--- config.mk ---
export PLATFORM = sky130hd
export DESIGN_NAME = psw_flag_unit
export DESIGN_NICKNAME = d
export VERILOG_FILES = /design/src/rtl/psw_flag_unit.sv
export SDC_FILE = /design/constraint.sdc
export NUM_CORES = 1
export LEC_CHECK = 0
export CAP_MARGIN = 20
export CORE_ASPECT_RATIO = 1.75
export CORE_MARGIN = 4
export CORE_UTILIZATION = 30
export CTS_BUF_LIST = sky130_fd_sc_hd__clkbuf_4 sky130_fd_sc_hd__clkbuf_8
export DETAILED_ROUTE_END_ITERATION = 6
export PLACE_DENSITY = 0.71
export SKIP_LAST_GASP = 1
export SLEW_MARGIN = 30
export SYNTH_ARGS = -nofsm -noshare
export SYNTH_HDL_FRONTEND = slang
export SYNTH_SLANG_ARGS = --single-unit
--- constraint.sdc ---
create_clock -name clk -period 1.4 [get_ports clk]
set_input_delay 0.21 -clock clk [delete_from_list [all_inputs] [get_ports clk]]
set_output_delay 0.21 -clock clk [all_outputs]
set_load 0.02 [all_outputs]
--- src/rtl/psw_flag_unit.sv ---
// psw_flag_unit
// Processor status word downstream of the H4 ALU stage. Holds C/V/Z/N/IE,
// loads from the ALU flags or the S-bus, keeps a 2-deep shadow stack for
// interrupt entry/return, and registers a branch-condition result for the
// sequencer.
//
// PSW bit map: [0] C, [1] V, [2] Z, [3] N, [4] IE, [15:5] read as zero.

module psw_flag_unit #(
   parameter int DEPTH = 2
) (
   input  logic        clk,
   input  logic        reset,
   input  logic [15:0] ALU_result_bus,
   input  logic        carry,
   input  logic        overflow,
   input  logic        LPSW_ALU,
   input  logic        LPSW_S,
   input  logic [15:0] S_bus_in,
   input  logic        SPSW,
   input  logic        int_entry,
   input  logic        int_return,
   input  logic        cond_valid,
   input  logic [3:0]  cond,
   output logic [15:0] PSW_out,
   output logic [15:0] PSW,
   output logic        cond_true,
   output logic        cond_ready,
   output logic        stack_err
);

   localparam int        PSW_W   = 5;
   localparam int        C_BIT   = 0;
   localparam int        V_BIT   = 1;
   localparam int        Z_BIT   = 2;
   localparam int        N_BIT   = 3;
   localparam int        IE_BIT  = 4;
   localparam logic [1:0] SP_FULL = 2'(DEPTH);

   // Architectural state
   logic [PSW_W-1:0] r_psw;
   logic [1:0]       r_sp;
   logic [PSW_W-1:0] r_stack [0:DEPTH-1];
   logic             r_cond_true;
   logic             r_cond_ready;
   logic             r_stack_err;

   // Next-state and decode wires
   logic [PSW_W-1:0] w_psw_nxt;
   logic [1:0]       w_sp_nxt;
   logic [1:0]       w_sp_dec;
   logic             w_push;
   logic             w_err_set;
   logic             w_cond_eval;
   logic             w_alu_zero;
   logic [PSW_W-1:0] w_alu_flags;
   logic [PSW_W-1:0] w_pop_data;

   // Upper S-bus bits are architecturally ignored; collected here so the
   // intent is explicit.
   logic             w_unused_sbus;
   assign w_unused_sbus = &{1'b0, S_bus_in[15:PSW_W]};

   // Branch condition decode, always on the pre-update flags
   function automatic logic eval_cond(input logic [3:0] sel,
                                      input logic [PSW_W-1:0] flags);
      logic c, v, z, n;
      logic res;
      c = flags[C_BIT];
      v = flags[V_BIT];
      z = flags[Z_BIT];
      n = flags[N_BIT];
      case (sel)
         4'd0:    res = 1'b1;
         4'd1:    res = z;
         4'd2:    res = ~z;
         4'd3:    res = c;
         4'd4:    res = ~c;
         4'd5:    res = n;
         4'd6:    res = ~n;
         4'd7:    res = v;
         4'd8:    res = ~v;
         4'd9:    res = n ^ v;
         4'd10:   res = ~(n ^ v);
         4'd11:   res = z | (n ^ v);
         4'd12:   res = c & ~z;
         default: res = 1'b0;
      endcase
      return res;
   endfunction

   // Flag image built from the current ALU outputs; IE is carried over
   assign w_alu_zero  = (ALU_result_bus == 16'h0000);
   assign w_alu_flags = {r_psw[IE_BIT], ALU_result_bus[15], w_alu_zero,
                         overflow, carry};

   // Pop reads the entry just below the current stack pointer
   assign w_sp_dec   = r_sp - 2'd1;
   assign w_pop_data = r_stack[w_sp_dec[0]];

   assign w_cond_eval = eval_cond(cond, r_psw);

   // Prioritised control decode: return > entry > S-bus load > ALU update
   always_comb begin
      w_psw_nxt = r_psw;
      w_sp_nxt  = r_sp;
      w_push    = 1'b0;
      w_err_set = 1'b0;
      if (int_return) begin
         if (r_sp != 2'd0) begin
            w_sp_nxt  = w_sp_dec;
            w_psw_nxt = w_pop_data;
         end else begin
            w_err_set = 1'b1;
         end
      end else if (int_entry) begin
         if (r_sp < SP_FULL) begin
            w_push   = 1'b1;
            w_sp_nxt = r_sp + 2'd1;
         end else begin
            w_err_set = 1'b1;
         end
         // IE drops on entry even when the push overflowed
         w_psw_nxt[IE_BIT] = 1'b0;
      end else if (LPSW_S) begin
         w_psw_nxt = S_bus_in[PSW_W-1:0];
      end else if (LPSW_ALU) begin
         w_psw_nxt = w_alu_flags;
      end
   end

   // PSW register and stack pointer
   always_ff @(posedge clk or posedge reset) begin
      if (reset) begin
         r_psw <= '0;
         r_sp  <= 2'd0;
      end else begin
         r_psw <= w_psw_nxt;
         r_sp  <= w_sp_nxt;
      end
   end

   // Shadow stack storage; entries survive a pop and clear only on reset
   always_ff @(posedge clk or posedge reset) begin
      if (reset) begin
         for (int i = 0; i < DEPTH; i++) begin
            r_stack[i] <= '0;
         end
      end else if (w_push) begin
         r_stack[r_sp[0]] <= r_psw;
      end
   end

   // Sticky stack overflow/underflow indicator
   always_ff @(posedge clk or posedge reset) begin
      if (reset) begin
         r_stack_err <= 1'b0;
      end else if (w_err_set) begin
         r_stack_err <= 1'b1;
      end
   end

   // Registered condition result with a one-cycle ready pulse
   always_ff @(posedge clk or posedge reset) begin
      if (reset) begin
         r_cond_true  <= 1'b0;
         r_cond_ready <= 1'b0;
      end else begin
         r_cond_ready <= cond_valid;
         if (cond_valid) begin
            r_cond_true <= w_cond_eval;
         end
      end
   end

   assign PSW        = {{(16-PSW_W){1'b0}}, r_psw};
   assign PSW_out    = PSW & {16{SPSW}};
   assign cond_true  = r_cond_true;
   assign cond_ready = r_cond_ready;
   assign stack_err  = r_stack_err;

endmodule
# After elaboration in Yosys (flattened, before gate mapping)
# Index checks and enable logic that the tools add are counted.
dict set report word_totals {
  ff_bits 20
  input_bits 46
  output_inout_bits 35
  wordCells 74
}
dict set report op_classes {
  n_addsub 2
  n_lt_le_gt_ge 4
  n_eq_ne 14
  n_mux 24
  bitwise 11
  reduce_logical 11
}
# cell count
set op_table {}
lappend op_table {{2-to-1 mux 5 bit} 7}
lappend op_table {{equality test 4 bit, second input constant} 5}
lappend op_table {{bitwise AND 5 x 16 -> 16 bit} 1}
lappend op_table {{equality test 4 x 3 -> 1 bit, second input constant} 4}
lappend op_table {{logical NOT 16 bit} 1}
lappend op_table {{case mux 1 bit (13 select lines)} 1}
lappend op_table {{bitwise mux 10 bit} 1}
lappend op_table {{equality test 4 x 2 -> 1 bit, second input constant} 2}
lappend op_table {{2-to-1 mux 1 bit} 8}
lappend op_table {{2-to-1 mux 2 bit} 4}
lappend op_table {{2-to-1 mux 4 bit} 2}
lappend op_table {{AND reduction 3 bit} 2}
lappend op_table {{nonzero test 2 bit} 3}
lappend op_table {{nonzero test 3 bit} 2}
lappend op_table {{demux 5 bit (select 1 bit)} 1}
lappend op_table {{NOT 1 bit} 5}
lappend op_table {{equality test 4 x 1 -> 1 bit, second input constant} 1}
lappend op_table {{greater-or-equal comparator 2 bit, second input constant} 2}
lappend op_table {{logical NOT 4 bit} 1}
lappend op_table {{!= test 2 x 1 -> 1 bit, second input constant} 2}
lappend op_table {{NOT 1 -> 2 bit} 2}
lappend op_table {{adder 2 x 1 -> 2 bit, second input constant} 1}
lappend op_table {{less-than comparator 2 x 1 -> 1 bit, second input constant} 1}
lappend op_table {{less-than comparator 2 bit, second input constant} 1}
lappend op_table {{6 further kinds} 6}

# Longest topological paths before layout
# Gate-level depths: netlist of run 1.
dict set report depth {
  ltp_word 7
  mapped_depth 8
}

# Least setup slack after synthesis of run 1
# No wires, ideal clock.
dict set report synth_path {
  path_kind {register to register}
  from {reg r_sp[0]}
  to {reg r_psw[0]}
  arrival_ns 1.457
  setup_slack_ns -0.182
  path_stages_with_launch 7
  path_buffers 1
  period_less_slack_ns 1.582
  cell_sequence {dfrtp_1 buf_2 inv_1 ha_1 nand2b_1 o31ai_2 mux2_2}
}
dict set report synth_via {
  elab_chain_cells 7
  elab_cells_between_ends 10
  classes_between {add/sub (1); eq/ne (1); mux (5); bitwise (1); reduce/logical (2)}
}
# element line_no
set synth_lines {}
lappend synth_lines {{start, declared} 42} ;# logic [1:0] r_sp;
lappend synth_lines {{start signal, assigned} 139} ;# r_sp <= w_sp_nxt;
lappend synth_lines {{subtractor 2 x 1 -> 2 bit} 98} ;# assign w_sp_dec = r_sp - 2'd1;
lappend synth_lines {{via w_sp_dec[0]} 51} ;# logic [1:0] w_sp_dec;
lappend synth_lines {{NOT 1 -> 2 bit (not written as such)} 99} ;# assign w_pop_data = r_stack[w_sp_dec[0]];
lappend synth_lines {{2-to-1 mux 5 bit (not written as such) (3 in a row)} 99}
lappend synth_lines {{2-to-1 mux 5 bit} 110} ;# if (r_sp != 2'd0) begin
lappend synth_lines {{2-to-1 mux 5 bit} 109} ;# if (int_return) begin
lappend synth_lines {{end signal, assigned} 138} ;# r_psw <= w_psw_nxt;
lappend synth_lines {{end, declared} 41} ;# logic [PSW_W-1:0] r_psw;
# The timed path passes the listed nets, and every way through them passes these cells. The select of a mux whose other input is x is not followed.
# A chain may end at the register's enable or synchronous reset.

# Worst setup path in the final report of run 1
dict set report layout_path {
  from {reg r_sp[1]}
  to {reg r_psw[3]}
}
dict set report layout_via {
  elab_chain_cells 3
}
# element line_no
set layout_lines {}
lappend layout_lines {{nonzero test 2 bit} 110}
lappend layout_lines {{!= test 2 x 1 -> 1 bit (no line)} n/a}
lappend layout_lines {{AND reduction 3 bit (no line)} n/a}
# Every way passes these cells.

==> run_results.csv, run 1 <==
group,metric,value,unit
setup_path,worstReg2RegEnd,"r_psw[3]",
routing,route.detailed.drc,0,
sta,rsz0062_at_grt,"true",
sta,fin_crit_sh,98.3,%
logic_synthesis,synthesis.instances,147,
layout,n_antenna_cell,0,
setup_path,worst_setup_path_end_kind,"flip-flop",
logic_synthesis,ys_warn_count,0,
logic_synthesis,syn_area,1390,sq um
logic_synthesis,yosysSeqAreaShare,36.1,%
layout,syn_to_final_growth,54.7,%
job,maxCapViolations,0,
setup_path,path_delay_family,"flip-flops",
setup_path,critPathArrivalTime,1530,ps
clock_network,hold_buffers,0,
clock_network,path_clk_slew,80,ps
place,gp_congestion,0.798,
clock_network,clock_latency,260,ps
setup_path,critPathRequiredTime,1550,ps
setup_path,crit_type,"flip-flop to flip-flop",
clock_network,cts.sinks,20,
sta,final.setup_skew,1.07,ps
logic_synthesis,synth_cell_type_count,36,
logic_synthesis,synth_xor_area_share,1.26,%
floorplanning,fp-row-count,32,
floorplanning,io_pins,81,
power,p_total,3580,uW
global_routing,grt_pass1_wl,5.44,mm
logic_synthesis,muxShareOfSynthArea,15.7,%
logic_synthesis,syn_avg_cell_area,9.44,sq um
logic_synthesis,synthSimpleGateAreaFrac,16.3,%
setup_path,reg2reg_depth,6,
floorplanning,fp.coreArea,4440,sq um
power,max-vdd-ir-drop,0.00116,V
sta,fin_crit,1380,ps
layout,drive_above_1_share,34.0,%
floorplanning,die_h,98.0,um
routing,ant_nets,0,
layout,fin_area,2150,sq um
routing,wl,3.44,mm
clock_network,clockBufferDepth,2,
global_routing,grt_pass1_vias,1205,
setup_path,setup.worst_path.start_class,"flip-flop",
power,switching_share,36.5,%
global_routing,grt.total_usage,12.1,%
setup_path,cp_slowest_cell,"dfrtp_1",
clock_network,cts_root_buffer,"clkbuf_8",
power,p_seq_share,29.2,%
power,p_switching,1300,uW
floorplanning,die_w,59.4,um
setup_path,crit_buf_inv,2,
routing,wire_per_inst,12.9,um
clock_network,cts_tree,"built",
sta,fmax,0.727,GHz
sta,hold_ws,265,ps
setup_path,r2r-start,"r_sp[1]",
clock_network,cts_buffers,3,
logic_synthesis,synth_fa_ha_area_share,0.902,%
global_routing,grt_max_degree,21,
setup_path,path_cells,"buf_6 > inv_4 > ha_4 > nand2b_4 > o31ai_4 > mux2_4",
routing,first_pass_iters,4,
routing,vias_per_cell,4.74,
routing,drt_iter0_drc,25,
floorplanning,initial_core_util,31.2,%
outcome,status,"finished clean",
power,combPwrFrac,54.4,%
sta,setup_violations,0,
logic_synthesis,synth_top_family_by_area,"buffers and inverters",
clock_network,htree_levels,1,
global_routing,antenna_found_initial,0,
setup_path,critPathMaxFanout,6,
floorplanning,die-area,5820,sq um
setup_path,r2r_slack,20,ps
sta,slew_viol_final,0,
layout,layout.nets,263,
hold_path,hp-class,"input port to async pin",
routing,vias,1261,
power,clkPwrFrac,16.3,%
global_routing,overflow,0,
place,dp_hpwl,2.72,mm
power,p_per_area,1670,nW/um^2
power,p_int,2270,uW
place,placed_area,1970,sq um
place,portBuffers,47,
logic_synthesis,synth-compound-area-share,12.7,%
setup_path,critPathMaxStageDelay,390,ps
sta,finalHoldViolCount,0,
power,p_leak,0.000981,uW
logic_synthesis,ys_ff_latch,20,
Yosys cell counts, drive strengths merged:
master    n  share of area, %
a211oi    5               2.7
a21oi     9               3.2
a31oi     2              0.90
and2      7               3.2
and2b     2               1.3
buf      30                15
clkbuf    1              0.27
conb      1              0.27
dfrtp    20                36
ha        1              0.90
inv       5               1.4
mux2     14                11
mux2i     6               4.3
nand2     8               2.2
nand2b    1              0.45
nand3     2              0.72
nand4     1              0.45
nand4b    2               1.3
nor2      7               1.9
nor2b     3               1.4
nor3      2              0.72
nor3b     1              0.54
nor4      3               1.8
o2111ai   1              0.63
o211ai    1              0.54
o21ai     4               1.4
o221a     1              0.81
o221ai    1              0.63
o22ai     2              0.90
o31ai     1              0.90
or4       1              0.54
xnor2     2               1.3
power by group through the flow:
| stage | registers (uW) | logic (uW) | clock network, uW |
|---|---|---|---|
| after floorplan | 1100 | 1090 | 0 |
| after global placement | 1050 | 1780 | 0 |
| after detailed placement | 1050 | 1800 | 0 |
| after CTS | 1040 | 1790 | 592 |
| after global routing | 1100 | 2130 | 618 |
| final | 1050 | 1950 | 584 |
how the worst max path moves through the flow:
stage,startpoint,endpoint,slack (ps),cells past startpoint
after floorplan,r_sp[0],r_psw[3],4,6
after global placement,LPSW_S,r_psw[2],-400,5
after detailed placement,LPSW_S,r_psw[2],-430,5
after CTS,SPSW,PSW_out[4],-60,3
after global routing,r_sp[1],r_psw[1],-40,8
final,r_sp[1],r_psw[3],20,6
flip-flops by register name, summed over array words and instances, names as in the netlist:
register    count
cond_ready      1
cond_true       1
r_psw           5
r_sp            2
r_stack        10
stack_err       1
cell usage in the layout, fill, tap and decap left out, types with 2 or more instances in the layout:
master           netlist  layout
buf_6                  1       2
o21ai_1                0       3
dfrtp_1               20      17
nand3_1                2       2
nor3_1                 2       2
dlymetal6s2s_1         0       3
dfrtp_2                0       3
and2_1                 7       5
conb_1                 1      22
inv_1                  5       3
xnor2_1                2       2
nor4_2                 1       2
nand2_1                8       8
clkdlybuf4s15_2        0       4
nor2b_1                3       2
dlygate4sd2_1          0      19
clkdlybuf4s50_1        0      20
mux2_4                 0       2
nor2_1                 7       6
o22ai_1                2       2
mux2_2                14      12
a31oi_1                2       2
buf_4                 22      24
and2b_2                2       2
clkbuf_8               0       3
a211oi_2               0       3
mux2i_1                6       6
a21oi_1                9       8
nand4b_1               2       2
a211oi_1               5       2
per-stage QoR:
| stage | setup slack (ps) | instances | setup TNS, ps | util [%] |
|---|---|---|---|---|
| 6_report | 24.3 | 266 | 0 | 48.3 |
| 5_1_grt | -39.3 | 266 | -178 | 48.3 |
| 4_1_cts | -55.8 | 260 | -68.5 | 46.2 |
| 3_5_place_dp | -427 | 255 | -7420 | 44.3 |
| 3_3_place_gp | -404 | 255 | -7150 | 44.3 |
| 2_1_floorplan | 4.32 | 168 | 0 | - |
layout make-up:
class | instances | area [sq um]
clock buffers | 3 | 41.3
flip-flops and latches | 20 | 504
fillers | 417 | 2300
inverters | 5 | 21.3
clock inverters | 1 | 30.0
repair buffers | 74 | 672
well taps | 51 | 63.8
multi-input cells | 112 | 815
metal layers:
layer / part of all wire (%) / wire length (um) / global-route usage [%] / vias up
met3: 8.1 / 279 / 3.17 / 4
li1: - / - / - / 607
met5: 0 / 0 / 0 / -
met1: 35 / 1210 / 12.9 / 599
met4: 1.2 / 40 / 3.66 / 0
met2: 55 / 1910 / 22.1 / 51
tightest hold or removal path, stage by stage:
cell and delay (ps):
clkdlybuf4s50_1 400, inv_1 50, buf_4 250
cells by family (layout without fill, tap and decap cells):
family,count (synthesis),count (layout)
AO/OA/AOI/OAI,27,27
XOR/XNOR,2,2
adder cells (fa/ha/maj),1,1
buffers and inverters,36,83
flip-flops,20,20
multiplexers,20,20
other,1,22
AND/OR/NAND/NOR,40,40
repair_timing:
action | CTS | global route
setup endpoints to repair | 29 | 20
gates resized for setup | 40 | 20
hold endpoints to repair | 0 | 0
pin swaps | 9 | 8
cloned | 0 | 0
setup buffers | 1 | 6
Note: power is estimated with default switching activity, not from simulation.
==> inputs of run 2 (changes only) <==
Settings changed: SETUP_SLACK_MARGIN set to 0.05.
==> run_results.csv, run 2 (same netlist as run 1, synthesis figures left out) <==
group,metric,value,unit
floorplanning,fp-row-count,32,
routing,wl,3.70,mm
power,p_leak,0.00103,uW
sta,fmax,0.701,GHz
setup_path,worst_setup_path_end_kind,"flip-flop",
global_routing,antenna_found_initial,0,
layout,syn_to_final_growth,59.1,%
layout,final_core_util,49.7,%
layout,fill_cells,430,
routing,drt_iter0_drc,19,
floorplanning,initial_core_util,31.2,%
layout,layout.nets,271,
routing,wire_per_inst,13.5,um
layout,largest_reg_flops,10,
setup_path,critPathRequiredTime,1550,ps
place,dp.cells,259,
place,gp_congestion,0.819,
clock_network,cts_buffers,3,
global_routing,grt.total_usage,13.1,%
layout,reg_top3,"r_stack (10), r_psw (5), r_sp (2)",
sta,totalNegativeSetupSlack,-25.9,ps
clock_network,cts.sinks,20,
global_routing,grt_max_degree,21,
floorplanning,fp.coreArea,4440,sq um
sta,slew_viol_final,0,
routing,vias_per_cell,4.73,
hold_path,hp-class,"input port to async pin",
outcome,violations,"negative setup slack",
sta,setup_slack,-25.9,ps
clock_network,htree_levels,1,
routing,first_pass_iters,4,
clock_network,cts_root_buffer,"clkbuf_8",
layout,n_antenna_cell,0,
setup_path,crit_type,"flip-flop to flip-flop",
power,max-vdd-ir-drop,0.00104,V
sta,setup_violations,1,
clock_network,path_clk_slew,80,ps
clock_network,cts_tree,"built",
layout,drive_above_1_share,35.4,%
outcome,status,"finished, violations left",
layout,final_cell_mix,"32 x buf_4, 22 x conb_1, 19 x clkdlybuf4s50_1, 18 x dfrtp_1, 17 x dlygate4sd2_1",
place,dp_hpwl,2.77,mm
setup_path,critPathMaxFanout,4,
routing,ant_nets,0,
sta,fin_crit_sh,102,%
floorplanning,io_pins,81,
sta,final.setup_skew,3.95,ps
routing,route.detailed.drc,0,
setup_path,critPathArrivalTime,1580,ps
power,p_int,2330,uW
floorplanning,die_h,98.0,um
power,clkPwrFrac,11.4,%
global_routing,grt_pass1_vias,1295,
layout,instances_no_fill,274,
sta,fin_crit,1430,ps
place,dp_slack,-437,ps
place,portBuffers,47,
setup_path,setup.worst_path.start_class,"flip-flop",
layout,final_common_cell,"buf_4",
power,p_switching,1360,uW
global_routing,grt_pass1_wl,5.93,mm
clock_network,clockBufferDepth,2,
floorplanning,die_w,59.4,um
setup_path,reg2reg_depth,7,
clock_network,clock_latency,260,ps
power,p_total,3690,uW
sta,rsz0062_at_grt,"true",
layout,regMostFlops,"r_stack",
power,p_per_area,1670,nW/um^2
floorplanning,die-area,5820,sq um
routing,vias,1296,
power,p_seq_share,28.1,%
power,combPwrFrac,60.6,%
sta,finalHoldViolCount,0,
power,switching_share,36.9,%
global_routing,overflow,0,
job,maxCapViolations,0,
run 2: cell types whose count changed in the layout (fill, tap and decap cells not counted), moves of 3 or more:
cell             before  now
buf_4                24   32
clkdlybuf4s15_1       0    6
clkdlybuf4s15_2       4    1
dlymetal6s2s_1        3    0
mux2_2               12    2
mux2_4                2   12
run 2: final cells by class:
class                   instances  area [sq um]  area share (%)
multi-input cells             112           862            39.1
inverters                       5          18.8           0.850
well taps                      51          63.8            2.89
clock buffers                   4          48.8            2.21
flip-flops and latches         20           503            22.8
repair buffers                 82           711            32.2
run 2: stage by stage:
stage	instance area [sq um]	hold WS, ps
5_1_grt	2210	320
3_5_place_dp	2020	487
4_1_cts	2130	291
6_report	2210	282
2_1_floorplan	1530	174
3_3_place_gp	2020	477
run 2: worst max-delay path, cell delays in order, from the launching register on:
cell and delay [ps]:
dfrtp_2 430, buf_4 140, buf_4 140, nor2_2 110
nand2_1 80, a21oi_2 140, o2111ai_1 130, o221a_2 140
run 2: path summary, 6_finish.rpt:
path / startpoint / endpoint / slack, ps
min reg2reg: stack_err / stack_err / 500
max reg2reg: r_psw[3] / cond_true / -30
min in group clk: ALU_result_bus[15] / r_psw[2] / 380
max: r_psw[3] / cond_true / -30
max in group asynchronous: reset / r_psw[3] / 890
min: reset / cond_ready / 280
run 2: power by group through the flow:
stage / Sequential (uW) / Clock, uW / Combinational [uW]
finish: 1040 / 419 / 2230
CTS: 1020 / 422 / 2050
floorplan: 1110 / 0 / 1140
detailed placement: 1070 / 0 / 1870
global route: 1070 / 461 / 2420
global placement: 1060 / 0 / 1840
run 2: routing by layer:
| layer | up-vias | GRT usage (%) | routed length (um) |
|---|---|---|---|
| li1 | 622 | - | - |
| met1 | 618 | 14.9 | 1420 |
| met2 | 49 | 22.7 | 1940 |
| met3 | 7 | 3.04 | 273 |
| met4 | 0 | 4.71 | 63 |
| met5 | - | 0 | 0 |
run 2: repair_timing:
item,4_1_cts,5_1_grt
endpoints found under the hold margin,0,0
hold buffers,0,0
setup buffers,7,4
endpoints found under the setup margin,29,20
resized for setup,51,25
pin swaps,9,13
